--- config.mk ---
export PLATFORM = sky130hd
export DESIGN_NAME = bus_master_dma
export DESIGN_NICKNAME = d
export VERILOG_FILES = /design/src/rtl/bus_master_dma.sv
export SDC_FILE = /design/constraint.sdc
export NUM_CORES = 1
export LEC_CHECK = 0
export CAP_MARGIN = 0
export CORE_AREA = 2 2 67 116
export CTS_BUF_LIST = sky130_fd_sc_hd__clkbuf_2
export DETAILED_ROUTE_END_ITERATION = 8
export DIE_AREA = 0 0 69 118
export GPL_ROUTABILITY_DRIVEN = 0
export PLACE_DENSITY_LB_ADDON = 0.25
export SYNTH_ARGS = -nofsm -noshare
export SYNTH_HDL_FRONTEND = slang
export SYNTH_SLANG_ARGS = --single-unit
--- constraint.sdc ---
create_clock -name clk -period 7 [get_ports clk]
set_input_delay 1.4 -clock clk [delete_from_list [all_inputs] [get_ports clk]]
set_output_delay 1.4 -clock clk [all_outputs]
set_load 0.02 [all_outputs]
--- src/rtl/bus_master_dma.sv ---
// Single-channel bus-master copy engine: requests the shared bus, then copies
// `length` words from src to dst as read/write pairs, retrying a word on grant loss.
module bus_master_dma #(
    parameter int ADDR_W = 8,
    parameter int DATA_W = 32,
    parameter int LEN_W  = 8
) (
    input  logic              clk,
    input  logic              reset,
    input  logic              start,
    input  logic [ADDR_W-1:0] src_addr,
    input  logic [ADDR_W-1:0] dst_addr,
    input  logic [LEN_W-1:0]  length,
    input  logic              grant,
    output logic              req,
    output logic              wr,
    output logic [ADDR_W-1:0] addr,
    output logic [DATA_W-1:0] dout,
    input  logic [DATA_W-1:0] din,
    output logic              busy,
    output logic              done
);

    typedef enum logic [2:0] {IDLE, REQ, RD, RD_WAIT, WR, DONE} state_t;

    localparam logic [LEN_W-1:0] LEN_ONE = LEN_W'(1);

    state_t            state_reg, state_next;
    logic [ADDR_W-1:0] src_reg, src_next;
    logic [ADDR_W-1:0] dst_reg, dst_next;
    logic [LEN_W-1:0]  len_reg, len_next;
    logic [LEN_W-1:0]  idx_reg, idx_next;
    logic [DATA_W-1:0] buf_reg, buf_next;
    logic [ADDR_W-1:0] addr_reg, addr_next;
    logic [DATA_W-1:0] dout_reg, dout_next;
    logic              req_reg, busy_reg, done_reg, wr_state_reg;

    always_comb begin
        state_next = state_reg;
        src_next   = src_reg;
        dst_next   = dst_reg;
        len_next   = len_reg;
        idx_next   = idx_reg;
        buf_next   = buf_reg;
        case (state_reg)
            IDLE: begin
                if (start) begin
                    if (length != '0) begin
                        src_next   = src_addr;
                        dst_next   = dst_addr;
                        len_next   = length;
                        idx_next   = '0;
                        state_next = REQ;
                    end else begin
                        state_next = DONE;
                    end
                end
            end
            REQ: begin
                if (grant) state_next = RD;
            end
            RD: begin
                state_next = grant ? RD_WAIT : REQ;
            end
            RD_WAIT: begin
                if (grant) begin
                    buf_next   = din;
                    state_next = WR;
                end else begin
                    state_next = REQ;
                end
            end
            WR: begin
                // Losing grant here leaves idx alone so the word is redone from its read
                if (!grant) begin
                    state_next = REQ;
                end else if (idx_reg == len_reg - LEN_ONE) begin
                    state_next = DONE;
                end else begin
                    idx_next   = idx_reg + LEN_ONE;
                    state_next = RD;
                end
            end
            DONE:    state_next = IDLE;
            default: state_next = IDLE;
        endcase
    end

    // Bus address/data are precomputed from the next state so they leave a register
    always_comb begin
        addr_next = '0;
        dout_next = '0;
        case (state_next)
            RD: addr_next = src_next + ADDR_W'(idx_next);
            WR: begin
                addr_next = dst_next + ADDR_W'(idx_next);
                dout_next = buf_next;
            end
            default: begin
                addr_next = '0;
                dout_next = '0;
            end
        endcase
    end

    always_ff @(posedge clk or posedge reset) begin
        if (reset) begin
            state_reg    <= IDLE;
            src_reg      <= '0;
            dst_reg      <= '0;
            len_reg      <= '0;
            idx_reg      <= '0;
            buf_reg      <= '0;
            addr_reg     <= '0;
            dout_reg     <= '0;
            req_reg      <= 1'b0;
            busy_reg     <= 1'b0;
            done_reg     <= 1'b0;
            wr_state_reg <= 1'b0;
        end else begin
            state_reg    <= state_next;
            src_reg      <= src_next;
            dst_reg      <= dst_next;
            len_reg      <= len_next;
            idx_reg      <= idx_next;
            buf_reg      <= buf_next;
            addr_reg     <= addr_next;
            dout_reg     <= dout_next;
            req_reg      <= (state_next == REQ) || (state_next == RD) ||
                            (state_next == RD_WAIT) || (state_next == WR);
            busy_reg     <= (state_next != IDLE);
            done_reg     <= (state_next == DONE);
            wr_state_reg <= (state_next == WR);
        end
    end

    // Write strobe is gated by the live grant so nothing is written after losing the bus
    assign wr   = wr_state_reg & grant;
    assign req  = req_reg;
    assign addr = addr_reg;
    assign dout = dout_reg;
    assign busy = busy_reg;
    assign done = done_reg;

endmodule

==> results of run 1 <==
## power breakdown
group          switching (mW)  total [mW]  internal, mW
logic                   0.317       0.604         0.287
registers              0.0894       0.657         0.568
clock network           0.138       0.220        0.0824
## worst paths after layout
| path | start | end | slack (ns) | cells after the start |
|---|---|---|---|---|
| worst max-delay path | start | addr[7] | 2.49 | 15 |
| worst min-delay path | dst_reg[6] | dst_reg[6] | 0.49 | 2 |
| worst max register to register | len_reg[0] | addr[7] | 2.72 | 16 |
| worst min register to register | dst_reg[6] | dst_reg[6] | 0.49 | 2 |
| max in group asynchronous | reset | src_reg[3] | 4.91 | 3 |
| min in group asynchronous | reset | dst_reg[4] | 1.50 | 3 |
## cell usage after synthesis, types with 3 or more instances
cell type,n,share of area
sky130_fd_sc_hd__o21ai_0,7,0.0098
sky130_fd_sc_hd__ha_1,9,0.032
sky130_fd_sc_hd__and2_1,3,0.0053
sky130_fd_sc_hd__nand3_1,4,0.0056
sky130_fd_sc_hd__nor4_1,3,0.0053
sky130_fd_sc_hd__mux2_2,7,0.022
sky130_fd_sc_hd__nor2_1,13,0.014
sky130_fd_sc_hd__dfrtp_1,79,0.55
sky130_fd_sc_hd__nor2b_1,5,0.0088
sky130_fd_sc_hd__a21o_1,3,0.0063
sky130_fd_sc_hd__nor3_1,3,0.0042
sky130_fd_sc_hd__a21oi_1,6,0.0084
sky130_fd_sc_hd__clkbuf_1,12,0.013
sky130_fd_sc_hd__xor2_1,7,0.017
sky130_fd_sc_hd__nand4_1,3,0.0053
sky130_fd_sc_hd__inv_1,7,0.0074
sky130_fd_sc_hd__xnor2_1,9,0.022
sky130_fd_sc_hd__mux2i_1,5,0.014
sky130_fd_sc_hd__and3_1,33,0.058
sky130_fd_sc_hd__nand2_1,85,0.090
## logic make-up after synthesis
kind of cell	Yosys count	share of synthesized area
compound gates	31	0.0667
simple gates	168	0.232
fa+ha+maj	10	0.0372
xor+xnor	16	0.0393
buf+inv	23	0.0270
flops	79	0.555
mux	13	0.0425
## per-layer routing
metal	track usage	vias to the layer above	wire length (um)
met5	0	-	0
met2	0.347	83	4110
met4	0.115	0	301
li1	-	1353	-
met3	0.0497	23	371
met1	0.225	1285	2920
## layout make-up
class	count	area, um2
Fill cell	596	2420
Sequential cell	79	1980
Multi-Input combinational cell	238	1490
Timing Repair Buffer	107	1060
Tap cell	86	108
Clock buffer	12	60.1
Clock inverter	2	33.8
Inverter	7	26.3
## per-stage QoR
step / cell area, um2 / hold WS (ns) / std cells
detailed placement: 4660 / 0.452 / 517
global placement: 4660 / 0.446 / 517
floorplan: 3560 / 0.429 / 340
CTS: 4760 / 0.497 / 531
finish: 4760 / 0.492 / 531
global route: 4760 / 0.518 / 531
## worst max-delay path: stages
cell and delay (ns):
sky130_fd_sc_hd__clkdlybuf4s50_1 0.49, sky130_fd_sc_hd__nor4b_2 0.70, sky130_fd_sc_hd__nand2_1 0.11, sky130_fd_sc_hd__buf_4 0.26, sky130_fd_sc_hd__nand2_1 0.11, sky130_fd_sc_hd__nand2_1 0.07
sky130_fd_sc_hd__mux2_2 0.29, sky130_fd_sc_hd__ha_1 0.28, sky130_fd_sc_hd__a21o_1 0.15, sky130_fd_sc_hd__a21oi_1 0.21, sky130_fd_sc_hd__o211ai_1 0.18, sky130_fd_sc_hd__o31ai_1 0.26
sky130_fd_sc_hd__xor2_1 0.19, sky130_fd_sc_hd__o21ai_0 0.10, sky130_fd_sc_hd__mux2i_1 0.15
==> metrics.cfg, run 1 <==
[run_status]
run_status = finished clean

[timing]
finalSetupViolations = 0
max_freq_mhz = 222
timing.clock.skew_ns = 0.0172
setup_total_neg_slack_ns = 0
grt_setup_unrepaired = false
slew-limit-headroom = 0.361
fin_ws_ns = 2.49
worst_slew_pin_slew_ns = 0.959
timing.final.max_slew_violations = 0
layout_worst_path_cycle_share = 0.644
hold_violations = 0
finalWorstPathRequiredPeriod_ns = 4.51

[placed_design]
pre_cts_slack_ns = 1.94
port_buffers = 103
hpwlAfterDp_um = 5730

[grt]
grt_remaining_overflow = 0
grt_usage = 0.203
grt_pass1_wl_um = 13200
grt_max_degree = 80
initial_antenna_violation_count = 0
grt_pass1_vias = 2762

[final_layout]
final_layout_size_suffix_gt1_frac = 0.0921
largest_register_ff_count = 32
fin_nets = 512
postLayoutCoreUtil = 0.663
antenna_cells = 0
layout.cells.most_common = sky130_fd_sc_hd__clkdlybuf4s50_1
most-common-layout-cells = sky130_fd_sc_hd__clkdlybuf4s50_1, sky130_fd_sc_hd__nand2_1, sky130_fd_sc_hd__dfrtp_1
area_growth_syn_to_layout_pct = 33.5

[floorplan]
io_pins = 104
dieWidth_um = 69
initial_core_util = 0.496
dieHeight_um = 118
design.die.area_um2 = 8140
floorplan.rows = 41
core_footprint_um2 = 7180

[synthesis]
count_of_yosys_warnings_during_synthesis = 0
post_synth_inst_count = 340
synth.yosys.seq_area_share = 0.555
yosys.cell_types.count = 53
synthFlopType = sky130_fd_sc_hd__dfrtp_1
syn_nets = 410
register_bit_count_reported_by_yosys = 79
number_of_enable_type_register_cells_in_the_synthesized_netlist = 0
postSynthAreaPerCell_um2 = 10.5
asyncSetResetFlopFracSynth = 1.00
mappedNetlistArea_um2 = 3560

[setup_path]
critical_path.startpoint_type = primary input
worst-path-max-fanout = 27
worstPathArrival_ns = 4.96
timing.setup.critical_path_class = in2reg
required_ns = 7.45
critPathCaptureType = flip-flop

[routing]
route.detailed.drc = 0
final_antenna_net_count = 0
drt_pre_antenna_iters = 6
dr_total_vias = 2744
routed_wl_um = 7700
drt_iter0_drc = 166
wl_per_cell_um = 14.5
post_drt_via_cell_ratio = 5.17

[min_path]
worst_hold_path_type = reg2reg

[clock_tree]
clk_pin_slew_worst_paths_ns = 0.18
cts.sink_count = 79
numCtsBuffers = 9
htree_num_levels = 3
clk_latency_ns = 0.51
cts_setup_buffers = 0
max_root_sink_buffers = 2
post_cts_resize_count = 0
clock_tree.root_cell = sky130_fd_sc_hd__clkbuf_2
hold_buffers = 0
tritoncts = built

[flow_run]
cap_violations = 0

[power_and_ir_drop]
post-layout-total-power_mw = 1.48
vdd.ir_drop.worst_v = 0.000202
cellPowerDensity_nw_per_um2 = 311
cellLeakagePower_nw = 2.35

No activity file was read; power rests on OpenSTA's default activity.
==> run 2, diff against run 1 <==
--- a/config.mk
+++ b/config.mk
@@ -6,10 +6,10 @@
 export NUM_CORES = 1
 export LEC_CHECK = 0
 export CAP_MARGIN = 0
-export CORE_AREA = 2 2 67 116
+export CORE_AREA = 2 2 69 119
 export CTS_BUF_LIST = sky130_fd_sc_hd__clkbuf_2
 export DETAILED_ROUTE_END_ITERATION = 8
-export DIE_AREA = 0 0 69 118
+export DIE_AREA = 0 0 71 121
 export GPL_ROUTABILITY_DRIVEN = 0
 export PLACE_DENSITY_LB_ADDON = 0.25
 export SYNTH_ARGS = -nofsm -noshare
==> constraint.sdc (replaced) <==
create_clock -name clk -period 4.3 [get_ports clk]
set_input_delay 0.86 -clock clk [delete_from_list [all_inputs] [get_ports clk]]
set_output_delay 0.86 -clock clk [all_outputs]
set_load 0.02 [all_outputs]
==> metrics.cfg, run 2 (synthesis results as in run 1) <==
[floorplan]
floorplan.rows = 42
io_pins = 104
design.die.area_um2 = 8590
initial_core_util = 0.468
core_footprint_um2 = 7620
dieHeight_um = 121
dieWidth_um = 71

[setup_path]
critical_path.startpoint_type = flip-flop
worst-path-max-fanout = 9
cpPeakStageDelay_ns = 0.48
cp_cell_sequence = inv_1 > ha_1 > or3b_4 > a211oi_2 > o211ai_2 > a211oi_4 > nor2_2 > nand2_1 > mux2i_1 > ha_1 > a21oi_1 > o211ai_1 > o31ai_1 > xor2_1 > o21ai_0 > mux2i_1
worstPathArrival_ns = 4.37
critPathCaptureType = flip-flop
required_ns = 4.76
cpMaxStageDelayCell = sky130_fd_sc_hd__dfrtp_1
timing.setup.critical_path_class = reg2reg

[grt]
grt_usage = 0.195
initial_antenna_violation_count = 0
grt_pass1_vias = 2814
grt_max_degree = 80
grt_remaining_overflow = 0
grt_pass1_wl_um = 13000

[final_layout]
antenna_cells = 0
area.sequential_um2 = 1980
final_area_um2 = 4850
postLayoutCoreUtil = 0.637
layout.cells.most_common = sky130_fd_sc_hd__clkdlybuf4s50_1
largest_register_ff_count = 32
fin_nets = 523
multiInputGateArea_um2 = 1490
finalNonFillerCells = 546
final.fill_count = 625
final_layout_size_suffix_gt1_frac = 0.116
most-common-layout-cells = sky130_fd_sc_hd__clkdlybuf4s50_1, sky130_fd_sc_hd__nand2_1, sky130_fd_sc_hd__dfrtp_1
area_growth_syn_to_layout_pct = 36.2

[timing]
finalWorstPathRequiredPeriod_ns = 3.91
timing.final.max_slew_violations = 0
fin_ws_ns = 0.385
setup_total_neg_slack_ns = 0
layout_worst_path_cycle_share = 0.910
worst_slew_pin_slew_ns = 0.456
timing.clock.skew_ns = 0.0216
max_freq_mhz = 255
slew-limit-headroom = 0.696
finalSetupViolations = 0
whs_ns = 0.489
grt_setup_unrepaired = false
hold_violations = 0

[power_and_ir_drop]
cellLeakagePower_nw = 2.42
vdd.ir_drop.worst_v = 0.000289
post-layout-total-power_mw = 2.42
cellPowerDensity_nw_per_um2 = 498

[placed_design]
placed_cells = 527
postPlaceCellArea_um2 = 4750
port_buffers = 103
pre_cts_slack_ns = 0.0354
hpwlAfterDp_um = 5950

[clock_tree]
post_cts_resize_count = 0
htree_num_levels = 3
cts_setup_buffers = 0
clock_tree.root_cell = sky130_fd_sc_hd__clkbuf_2
clk_latency_ns = 0.51
cts.sink_count = 79
max_root_sink_buffers = 2
clk_pin_slew_worst_paths_ns = 0.20
tritoncts = built
hold_buffers = 0
numCtsBuffers = 9

[routing]
route.detailed.drc = 0
wl_per_cell_um = 14.5
routed_wl_um = 7940
final_antenna_net_count = 0
drt_iter0_drc = 108
drt_pre_antenna_iters = 4
post_drt_via_cell_ratio = 5.19
dr_total_vias = 2834

[flow_run]
cap_violations = 0

[run_status]
run_status = finished clean

[min_path]
worst_hold_path_type = reg2reg

==> run 2: path summary, 6_finish.rpt <==
check,startpoint,slack [ns],depth (start not counted),endpoint
max,len_reg[0],0.39,16,addr[7]
min,src_reg[6],0.49,2,src_reg[6]
max reg2reg,len_reg[0],0.39,16,addr[7]
min reg2reg,src_reg[6],0.49,2,src_reg[6]
max in group asynchronous,reset,3.24,3,dout[1]
min in group asynchronous,reset,0.72,3,dout[17]
==> run 2: area by class of cell <==
| cell class | count | share of cell area |
|---|---|---|
| multi-input cells | 238 | 0.308 |
| flip-flops and latches | 79 | 0.407 |
| inverters | 7 | 0.00542 |
| repair buffers | 118 | 0.241 |
| clock inverters | 2 | 0.00155 |
| clock buffers | 14 | 0.0144 |
| well taps | 88 | 0.0227 |
==> run 2: worst max-delay path, delay by kind of cell (launching register included) <==
kind | cells | cell delay, ns
AO/OA/AOI/OAI | 7 | 1.40
flip-flops | 1 | 0.48
buffers and inverters | 1 | 0.10
AND/OR/NAND/NOR | 3 | 0.69
XOR/XNOR | 1 | 0.20
adder cells (fa/ha/maj) | 2 | 0.54
multiplexers | 2 | 0.44
==> run 2: layer usage <==
layer	vias up	routed length, um	global-route usage
met5	-	0	0
met4	0	282	0.0979
met3	20	366	0.0482
met2	86	4280	0.338
met1	1356	3000	0.219
li1	1372	-	-
==> run 2: where the power goes <==
part / internal, mW / switching (mW)
clock: 0.0853 / 0.228
sequential: 0.924 / 0.122
combinational: 0.500 / 0.558
==> run 3, diff against run 2 <==
--- a/config.mk
+++ b/config.mk
@@ -6,12 +6,13 @@
 export NUM_CORES = 1
 export LEC_CHECK = 0
 export CAP_MARGIN = 0
-export CORE_AREA = 2 2 69 119
+export CORE_AREA = 2 2 103 80
 export CTS_BUF_LIST = sky130_fd_sc_hd__clkbuf_2
 export DETAILED_ROUTE_END_ITERATION = 8
-export DIE_AREA = 0 0 71 121
+export DIE_AREA = 0 0 105 82
 export GPL_ROUTABILITY_DRIVEN = 0
 export PLACE_DENSITY_LB_ADDON = 0.25
+export SLEW_MARGIN = 30
 export SYNTH_ARGS = -nofsm -noshare
 export SYNTH_HDL_FRONTEND = slang
 export SYNTH_SLANG_ARGS = --single-unit
==> metrics.cfg, run 3 (synthesis results as in run 1) <==
[run_status]
run_status = finished clean

[min_path]
worst_hold_path_depth = 2
worst_hold_path_type = reg2reg

[timing]
hold_violations = 0
finalWorstPathRequiredPeriod_ns = 3.87
finalSetupViolations = 0
max_freq_mhz = 259
setup_total_neg_slack_ns = 0
worst_slew_pin_slew_ns = 0.669
grt_setup_unrepaired = false
slew-limit-headroom = 0.554
timing.clock.skew_ns = 0.0225
fin_ws_ns = 0.435
layout_worst_path_cycle_share = 0.899
timing.final.max_slew_violations = 0

[floorplan]
io_pins = 104
core_footprint_um2 = 7640
initial_core_util = 0.467
design.die.area_um2 = 8610
dieWidth_um = 105
dieHeight_um = 82
floorplan.rows = 28

[setup_path]
worstRegToRegCells = 16
required_ns = 4.76
worst-path-max-fanout = 9
critical_path.startpoint_type = flip-flop
worstPathArrival_ns = 4.33
timing.setup.critical_path_class = reg2reg
critPathCaptureType = flip-flop

[routing]
wl_per_cell_um = 15.3
route.detailed.drc = 0
post_drt_via_cell_ratio = 5.05
final_antenna_net_count = 0
routed_wl_um = 8590
drt_pre_antenna_iters = 5
dr_total_vias = 2839
drt_iter0_drc = 94

[final_layout]
final_layout_size_suffix_gt1_frac = 0.114
largest_register_ff_count = 32
fin_nets = 522
area_growth_syn_to_layout_pct = 37.3
most-common-layout-cells = sky130_fd_sc_hd__clkdlybuf4s50_1, sky130_fd_sc_hd__nand2_1, sky130_fd_sc_hd__dfrtp_1
antenna_cells = 0
layout.cells.most_common = sky130_fd_sc_hd__clkdlybuf4s50_1

[clock_tree]
tritoncts = built
max_root_sink_buffers = 2
clk_latency_ns = 0.52
numCtsBuffers = 9
cts.sink_count = 79
clk_pin_slew_worst_paths_ns = 0.21
htree_num_levels = 3
clock_tree.root_cell = sky130_fd_sc_hd__clkbuf_2

[placed_design]
pre_cts_slack_ns = 0.0364
hpwlAfterDp_um = 6330
port_buffers = 103

[power_and_ir_drop]
cellLeakagePower_nw = 2.42
cellPowerDensity_nw_per_um2 = 517
vdd.ir_drop.worst_v = 0.000240

[grt]
grt_remaining_overflow = 0
grt_pass1_wl_um = 13900
grt_pass1_vias = 2869
grt_max_degree = 36
grt_usage = 0.209
initial_antenna_violation_count = 0

[flow_run]
cap_violations = 0

[run 3: timing repair]
action / CTS / global route
endpoints found under the setup margin: 0 / 1
endpoints found under the hold margin: 0 / 0
setup buffers: 0 / 1
hold buffers: 0 / 0
resized for setup: 0 / 0
[run 3: worst max-delay path: stages, from the launching register on]
cell                       delay [ns]
sky130_fd_sc_hd__dfrtp_1         0.47
sky130_fd_sc_hd__inv_1           0.09
sky130_fd_sc_hd__ha_1            0.24
sky130_fd_sc_hd__or3b_4          0.41
sky130_fd_sc_hd__a211oi_2        0.24
sky130_fd_sc_hd__o211ai_2        0.14
sky130_fd_sc_hd__a211oi_4        0.26
sky130_fd_sc_hd__nor2_2          0.17
sky130_fd_sc_hd__o21ai_0         0.31
sky130_fd_sc_hd__ha_1            0.28
sky130_fd_sc_hd__a21o_1          0.15
sky130_fd_sc_hd__a21oi_1         0.18
sky130_fd_sc_hd__o211ai_1        0.16
sky130_fd_sc_hd__o31ai_1         0.28
sky130_fd_sc_hd__xor2_1          0.20
sky130_fd_sc_hd__o21ai_0         0.10
sky130_fd_sc_hd__mux2i_1         0.15
[run 3: through the flow]
step	utilization	total power, mW	cells	hold WS [ns]	cell area (um2)
after floorplan	-	1.74	340	0.429	3560
after global placement	0.623	2.08	545	0.444	4760
after detailed placement	0.623	2.11	545	0.456	4760
after CTS	0.639	2.55	561	0.498	4880
after global routing	0.640	2.71	562	0.522	4890
final	0.640	2.53	562	0.490	4890
[run 3: power by group]
part / internal (mW) / leakage (nW) / switching [mW] / total, mW
sequential: 0.924 / 1.05 / 0.123 / 1.05
clock: 0.193 / 0.0810 / 0.242 / 0.435
combinational: 0.488 / 1.29 / 0.558 / 1.05
[run 3: worst paths after layout]
check | end | from | slack [ns]
max in group asynchronous | dout[19] | reset | 2.77
setup / recovery | addr[7] | len_reg[0] | 0.43
hold / removal | dst_reg[0] | dst_reg[0] | 0.49
min in group asynchronous | dst_reg[1] | reset | 0.72
setup reg to reg | addr[7] | len_reg[0] | 0.43
hold reg to reg | dst_reg[0] | dst_reg[0] | 0.49
[run 3: metal layers]
metal / part of all wire / GRT usage / vias up
met3: 0.054 / 0.0659 / 2
li1: - / - / 1372
met4: 0.0027 / 0.0560 / 0
met2: 0.49 / 0.336 / 75
met5: 0 / 0 / -
met1: 0.45 / 0.279 / 1390
[run 3: layout make-up]
cell class | count | area, um2
clock buffers | 11 | 55.1
flip-flops and latches | 79 | 1980
clock inverters | 5 | 72.6
multi-input cells | 238 | 1490
inverters | 7 | 26.3
fillers | 674 | 2750
well taps | 105 | 131
repair buffers | 117 | 1140
